### config.mk
export PLATFORM = sky130hd
export DESIGN_NAME = irobot_uart_rx
export DESIGN_NICKNAME = d
export VERILOG_FILES = /design/src/rtl/irobot_uart_rx_pkg.sv /design/src/rtl/irobot_uart_rx_fifo.sv /design/src/rtl/irobot_uart_rx.sv
export SDC_FILE = /design/constraint.sdc
export NUM_CORES = 1
export LEC_CHECK = 0
export BUFFER_PORTS_ARGS = -buffer_cell sky130_fd_sc_hd__buf_2
export CORE_MARGIN = 5
export CORE_UTILIZATION = 50
export CTS_CLUSTER_SIZE = 40
export DETAILED_ROUTE_END_ITERATION = 6
export GPL_ROUTABILITY_DRIVEN = 0
export PLACE_DENSITY_LB_ADDON = 0.05
export SLEW_MARGIN = 20
export SYNTH_ARGS = -nofsm -noshare
export SYNTH_HDL_FRONTEND = slang
export SYNTH_SLANG_ARGS = --single-unit
### constraint.sdc
create_clock -name clk -period 6.52 [get_ports clk]
set_clock_uncertainty 0.1 [all_clocks]
set_input_delay 0.326 -clock clk [delete_from_list [all_inputs] [get_ports clk]]
set_output_delay 0.326 -clock clk [all_outputs]
set_load 0.01 [all_outputs]
### src/rtl/irobot_uart_rx_pkg.sv
// Shared definitions for the iRobot Create serial link.
// Receiver FSM states and default link timing.
package irobot_uart_rx_pkg;

    typedef enum logic [1:0] {
        IDLE,
        START,
        DATA,
        STOP
    } rx_state_t;

    localparam int unsigned DEFAULT_CLK_HZ = 100_000_000;
    localparam int unsigned DEFAULT_BAUD   = 57600;

    function automatic int unsigned bit_cycles(
        input int unsigned clk_hz,
        input int unsigned baud
    );
        return clk_hz / baud;
    endfunction

endpackage

### src/rtl/irobot_uart_rx_fifo.sv
// Show-ahead byte FIFO for received UART data.
// Push into a full FIFO is dropped unless a pop happens on the same edge.
module rx_byte_fifo #(
    parameter int unsigned DEPTH = 4,
    parameter int unsigned WIDTH = 8
) (
    input  logic                     clk,
    input  logic                     reset,
    input  logic                     push,
    input  logic [WIDTH-1:0]         push_data,
    input  logic                     pop,
    output logic [WIDTH-1:0]         head,
    output logic                     full,
    output logic                     empty,
    output logic [$clog2(DEPTH):0]   count
);

    localparam int AW = $clog2(DEPTH);

    logic [WIDTH-1:0] r_mem [DEPTH];
    logic [AW-1:0]    r_wr;
    logic [AW-1:0]    r_rd;
    logic [AW:0]      r_count;
    logic             w_pop;
    logic             w_push;

    assign empty  = (r_count == '0);
    assign full   = (r_count == (AW+1)'(DEPTH));
    assign w_pop  = pop && !empty;
    assign w_push = push && (!full || w_pop);
    assign count  = r_count;
    assign head   = empty ? '0 : r_mem[r_rd];

    always_ff @(posedge clk) begin
        if (w_push) begin
            r_mem[r_wr] <= push_data;
        end
    end

    always_ff @(posedge clk) begin
        if (reset) begin
            r_wr    <= '0;
            r_rd    <= '0;
            r_count <= '0;
        end else begin
            if (w_push) begin
                r_wr <= r_wr + 1'b1;
            end
            if (w_pop) begin
                r_rd <= r_rd + 1'b1;
            end
            if (w_push && !w_pop) begin
                r_count <= r_count + 1'b1;
            end else if (w_pop && !w_push) begin
                r_count <= r_count - 1'b1;
            end
        end
    end

endmodule

### src/rtl/irobot_uart_rx.sv
// 8N1 receiver for the iRobot Create serial link.
// Mid-bit sampling FSM feeding a small show-ahead byte FIFO.
module irobot_uart_rx
    import irobot_uart_rx_pkg::*;
#(
    parameter int unsigned CLK_HZ     = DEFAULT_CLK_HZ,
    parameter int unsigned BAUD       = DEFAULT_BAUD,
    parameter int unsigned FIFO_DEPTH = 4
) (
    input  logic                          clk,
    input  logic                          reset,
    input  logic                          RxD,
    output logic [7:0]                    rx_data,
    output logic                          rx_valid,
    input  logic                          rx_ready,
    output logic                          frame_err,
    output logic                          overflow,
    output logic [$clog2(FIFO_DEPTH):0]   fifo_count,
    output logic                          busy
);

    localparam int unsigned BIT_CYCLES  = bit_cycles(CLK_HZ, BAUD);
    localparam int unsigned HALF_CYCLES = BIT_CYCLES / 2;
    localparam int          CW          = $clog2(BIT_CYCLES);

    rx_state_t    r_state;
    rx_state_t    w_state_nx;
    logic         r_sync1;
    logic         r_rxs;
    logic [CW-1:0] r_cnt;
    logic [CW-1:0] w_cnt_nx;
    logic [2:0]   r_idx;
    logic [2:0]   w_idx_nx;
    logic [7:0]   r_shift;
    logic [7:0]   w_shift_nx;
    logic         w_push;
    logic         w_ferr;
    logic         w_full;
    logic         w_empty;
    logic         r_frame_err;
    logic         r_overflow;

    always_ff @(posedge clk) begin
        if (reset) begin
            r_sync1 <= 1'b1;
            r_rxs   <= 1'b1;
        end else begin
            r_sync1 <= RxD;
            r_rxs   <= r_sync1;
        end
    end

    always_ff @(posedge clk) begin
        if (reset) begin
            r_state <= IDLE;
            r_cnt   <= '0;
            r_idx   <= '0;
            r_shift <= '0;
        end else begin
            r_state <= w_state_nx;
            r_cnt   <= w_cnt_nx;
            r_idx   <= w_idx_nx;
            r_shift <= w_shift_nx;
        end
    end

    always_comb begin
        w_state_nx = r_state;
        w_cnt_nx   = r_cnt + 1'b1;
        w_idx_nx   = r_idx;
        w_shift_nx = r_shift;
        w_push     = 1'b0;
        w_ferr     = 1'b0;
        unique case (r_state)
            IDLE: begin
                w_cnt_nx = '0;
                if (!r_rxs) begin
                    w_state_nx = START;
                end
            end
            START: begin
                // A start bit that is high again at mid-bit was a glitch.
                if (r_cnt == CW'(HALF_CYCLES - 1)) begin
                    w_cnt_nx   = '0;
                    w_idx_nx   = '0;
                    w_state_nx = r_rxs ? IDLE : DATA;
                end
            end
            DATA: begin
                if (r_cnt == CW'(BIT_CYCLES - 1)) begin
                    w_cnt_nx   = '0;
                    w_shift_nx = {r_rxs, r_shift[7:1]};
                    w_idx_nx   = r_idx + 3'd1;
                    if (r_idx == 3'd7) begin
                        w_state_nx = STOP;
                    end
                end
            end
            STOP: begin
                if (r_cnt == CW'(BIT_CYCLES - 1)) begin
                    w_cnt_nx   = '0;
                    w_state_nx = IDLE;
                    w_push     = r_rxs;
                    w_ferr     = !r_rxs;
                end
            end
            default: begin
                w_state_nx = IDLE;
            end
        endcase
    end

    rx_byte_fifo #(
        .DEPTH (FIFO_DEPTH),
        .WIDTH (8)
    ) u_fifo (
        .clk       (clk),
        .reset     (reset),
        .push      (w_push),
        .push_data (r_shift),
        .pop       (rx_ready),
        .head      (rx_data),
        .full      (w_full),
        .empty     (w_empty),
        .count     (fifo_count)
    );

    // When full the FIFO is non-empty, so rx_ready alone decides the pop.
    always_ff @(posedge clk) begin
        if (reset) begin
            r_frame_err <= 1'b0;
            r_overflow  <= 1'b0;
        end else begin
            r_frame_err <= w_ferr;
            r_overflow  <= w_push && w_full && !rx_ready;
        end
    end

    assign rx_valid  = !w_empty;
    assign frame_err = r_frame_err;
    assign overflow  = r_overflow;
    assign busy      = (r_state != IDLE);

endmodule
==> impl_metrics.tcl <==
set metrics [dict create \
    vdd_drop_max_uv 222 \
    numCtsBuffers 9 \
    tightest_slew_ns 1.00 \
    drt_iter0_drc 83 \
    endpoint_kind "flop" \
    placedCellCount 319 \
    cp-start-kind "flop" \
    regArea_sq_um 1700 \
    drc 0 \
    yosysWarnings 0 \
    cts_setup_buffers 0 \
    clk_path_buf_depth 2 \
    p_leak_nw 1.14 \
    grtUsageMet2_pct 20.4 \
    clk_latency_ns 0.33 \
    cp_max_fo 5 \
    cts.repair.resized 0 \
    yosys-top-cells-count "dfxtp_1, edfxtp_1, nor2_1" \
    synth.avg_cell_area_sq_um 12.1 \
    fmax_mhz 371 \
    routedWlPerCell_um 14.0 \
    finalPower_mw 1.01 \
    cts_hold_buffers 0 \
    layout.nets 271 \
    grtUsageMet3_pct 4.09 \
    synth_top_area_share_pct 33.0 \
    rows 27 \
    design_area_sq_um 3220 \
    die_x_um 86.3 \
    critPathKind "reg -> reg" \
    holdPathStages 2 \
    cts_tree "built" \
    yosys-top-cells-area "edfxtp_1, dfxtp_1, mux4_2, ha_1, nor2_1" \
    port_buffers 18 \
    finalCritPeriodShare_pct 41.4 \
    path_cells "ha_1, and4_4, nand3_2, nor3_4, ha_1, inv_1, fa_1, xor2_1, or3_1, a21oi_1" \
    period_minus_slack_ns 2.70 \
    ys.flop_type "dfxtp_1" \
    grtUsageMet1_pct 19.4 \
    grt_start_max_net_pins 27 \
    synth-seq-cells 69 \
    setup_tns_ns 0 \
    first_pass_iters 4 \
    cts-root-buf "clkbuf_8" \
    dpl-instance-area_sq_um 3040 \
    yosysMostFrequentCell "dfxtp_1" \
    antenna_found_initial 0 \
    fillCellCount 501 \
    core_sq_um 5570 \
    grt_most_used_layer "met2" \
    synth_fp_nets 253 \
    grt_pass1_vias 1689 \
    yosysSeqAreaShare_pct 58.4 \
    ys_types 43 \
    grt_pass1_wl_um 8180 \
    dp_hpwl_um 3250 \
    syn_inst 240 \
    relSlewSlack_pct 33.2 \
    ys_async_sr_fraction_pct 0 \
    final.setup.worst_slack_ns 3.82 \
    hold_violations 0 \
    h-tree-depth 3 \
    synth_edf_count 32 \
    r2r_cells 10 \
    p_per_area_nw_per_um2 315 \
    grt_usage_pct 14.3 \
    drv_slew 0 \
    setup_viol 0 \
    cpPeakStageDelay_ns 0.38 \
    hp-class "in -> reg" \
    cp_data_required_time_ns 6.68 \
    place_ws_ns 3.84 \
    multi_input_area_sq_um 1120 \
    totalWireLength_um 4700 \
    syn_to_final_growth_pct 10.3 \
    clock-sinks 69 \
    ant_nets 0 \
    final_cells 335 \
    chipHeight_um 86.3 \
    layout-drive-gt1-share_pct 19.0 \
    fp.dieArea_sq_um 7450 \
    vias 1748 \
    rsz0062_at_grt "false" \
    slowest_stage "fa_1" \
    synth_area_sq_um 2910 \
    start_util_pct 52.3 \
    viasPerCell 5.22 \
    clk_pin_slew_ns 0.07 \
    overflow 0 \
    diodes 0 \
    critPathMostFrequentCell "ha_1" \
    outcome "finished clean" \
    io_pins 19 \
    synth_largest_area_cell "edfxtp_1" \
    drv_cap 0 \
    cp.arrival_ns 2.86 \
]
## cells by family (layout without fill, tap and decap cells)
kind of cell               count (synthesis)  after routing  synth area share, %
adders and majority gates                  9              9                 4.12
DFF                                       69             69                 58.4
buffers and inverters                     20             43                 3.18
muxes                                     10             10                 6.91
and+or+nand+nor                          100            100                 19.8
AOI/OAI and AO/OA                         19             19                 3.74
xor gates and xnor gates                  13             13                 3.91
## layer usage
metal	wire (um)	vias up
met5	0	-
met4	87	0
met3	169	8
met2	2140	21
met1	2310	821
li1	-	898
## metrics by stage
step	hold slack (ns)	util (%)
2_1_floorplan	0.289	-
3_5_place_dp	0.297	54.5
6_report	0.0721	57.7
4_1_cts	0.0507	57.7
3_3_place_gp	0.296	54.5
5_1_grt	0.0678	57.7
## final timing paths
kind	slack, ns	to	start
setup / recovery	3.82	u_fifo.count[2]	r_cnt[0]
hold / removal	0.07	r_sync1	RxD
setup reg to reg	3.82	u_fifo.count[2]	r_cnt[0]
hold reg to reg	0.31	r_rxs	r_sync1
## power by group
| part | internal (mW) | switching (mW) |
|---|---|---|
| sequential | 0.466 | 0.0309 |
| clock | 0.159 | 0.149 |
| combinational | 0.104 | 0.103 |
## state kept, by name, summed over array words and instances (netlist names), named ones only
name          count
u_fifo.r_rd       2
r_state           1
r_idx             3
r_cnt            11
u_fifo.r_mem     32
frame_err         1
r_rxs             1
r_sync1           1
r_shift           8
overflow          1
u_fifo.r_wr       2
u_fifo.count      3
## layout make-up
class                   instances  share of cell area, %
clock buffers                  13                   4.94
clock inverters                 3                  0.661
inverters                       9                   1.05
multi-input cells             151                   34.8
flip-flops and latches         69                   52.9
well taps                      72                   2.80
repair buffers                 18                   2.80
## layout by cell type (no fill, tap or decap), drive strengths merged, types with 3 or more instances in the layout
cell type	synthesis	final
buf	5	18
nand3	20	20
dfxtp	37	37
clkbuf	6	13
mux4	8	8
nor2	26	26
and2	9	9
nor3	4	4
a21oi	12	12
nand2	14	14
nor3b	3	3
nand4	3	3
xnor2	7	7
edfxtp	32	32
nor2b	3	3
inv	9	9
or2	4	4
xor2	6	6
ha	8	8
and3	5	5
## critical path, delay by kind of cell (launching register included)
family                     cells  cell delay [ns]
AOI/OAI and AO/OA              1             0.14
DFF                            1             0.36
adders and majority gates      3             0.84
and+or+nand+nor                4             0.97
buffers and inverters          1             0.06
xor gates and xnor gates       1             0.17
(Power assumes the default switching activity.)
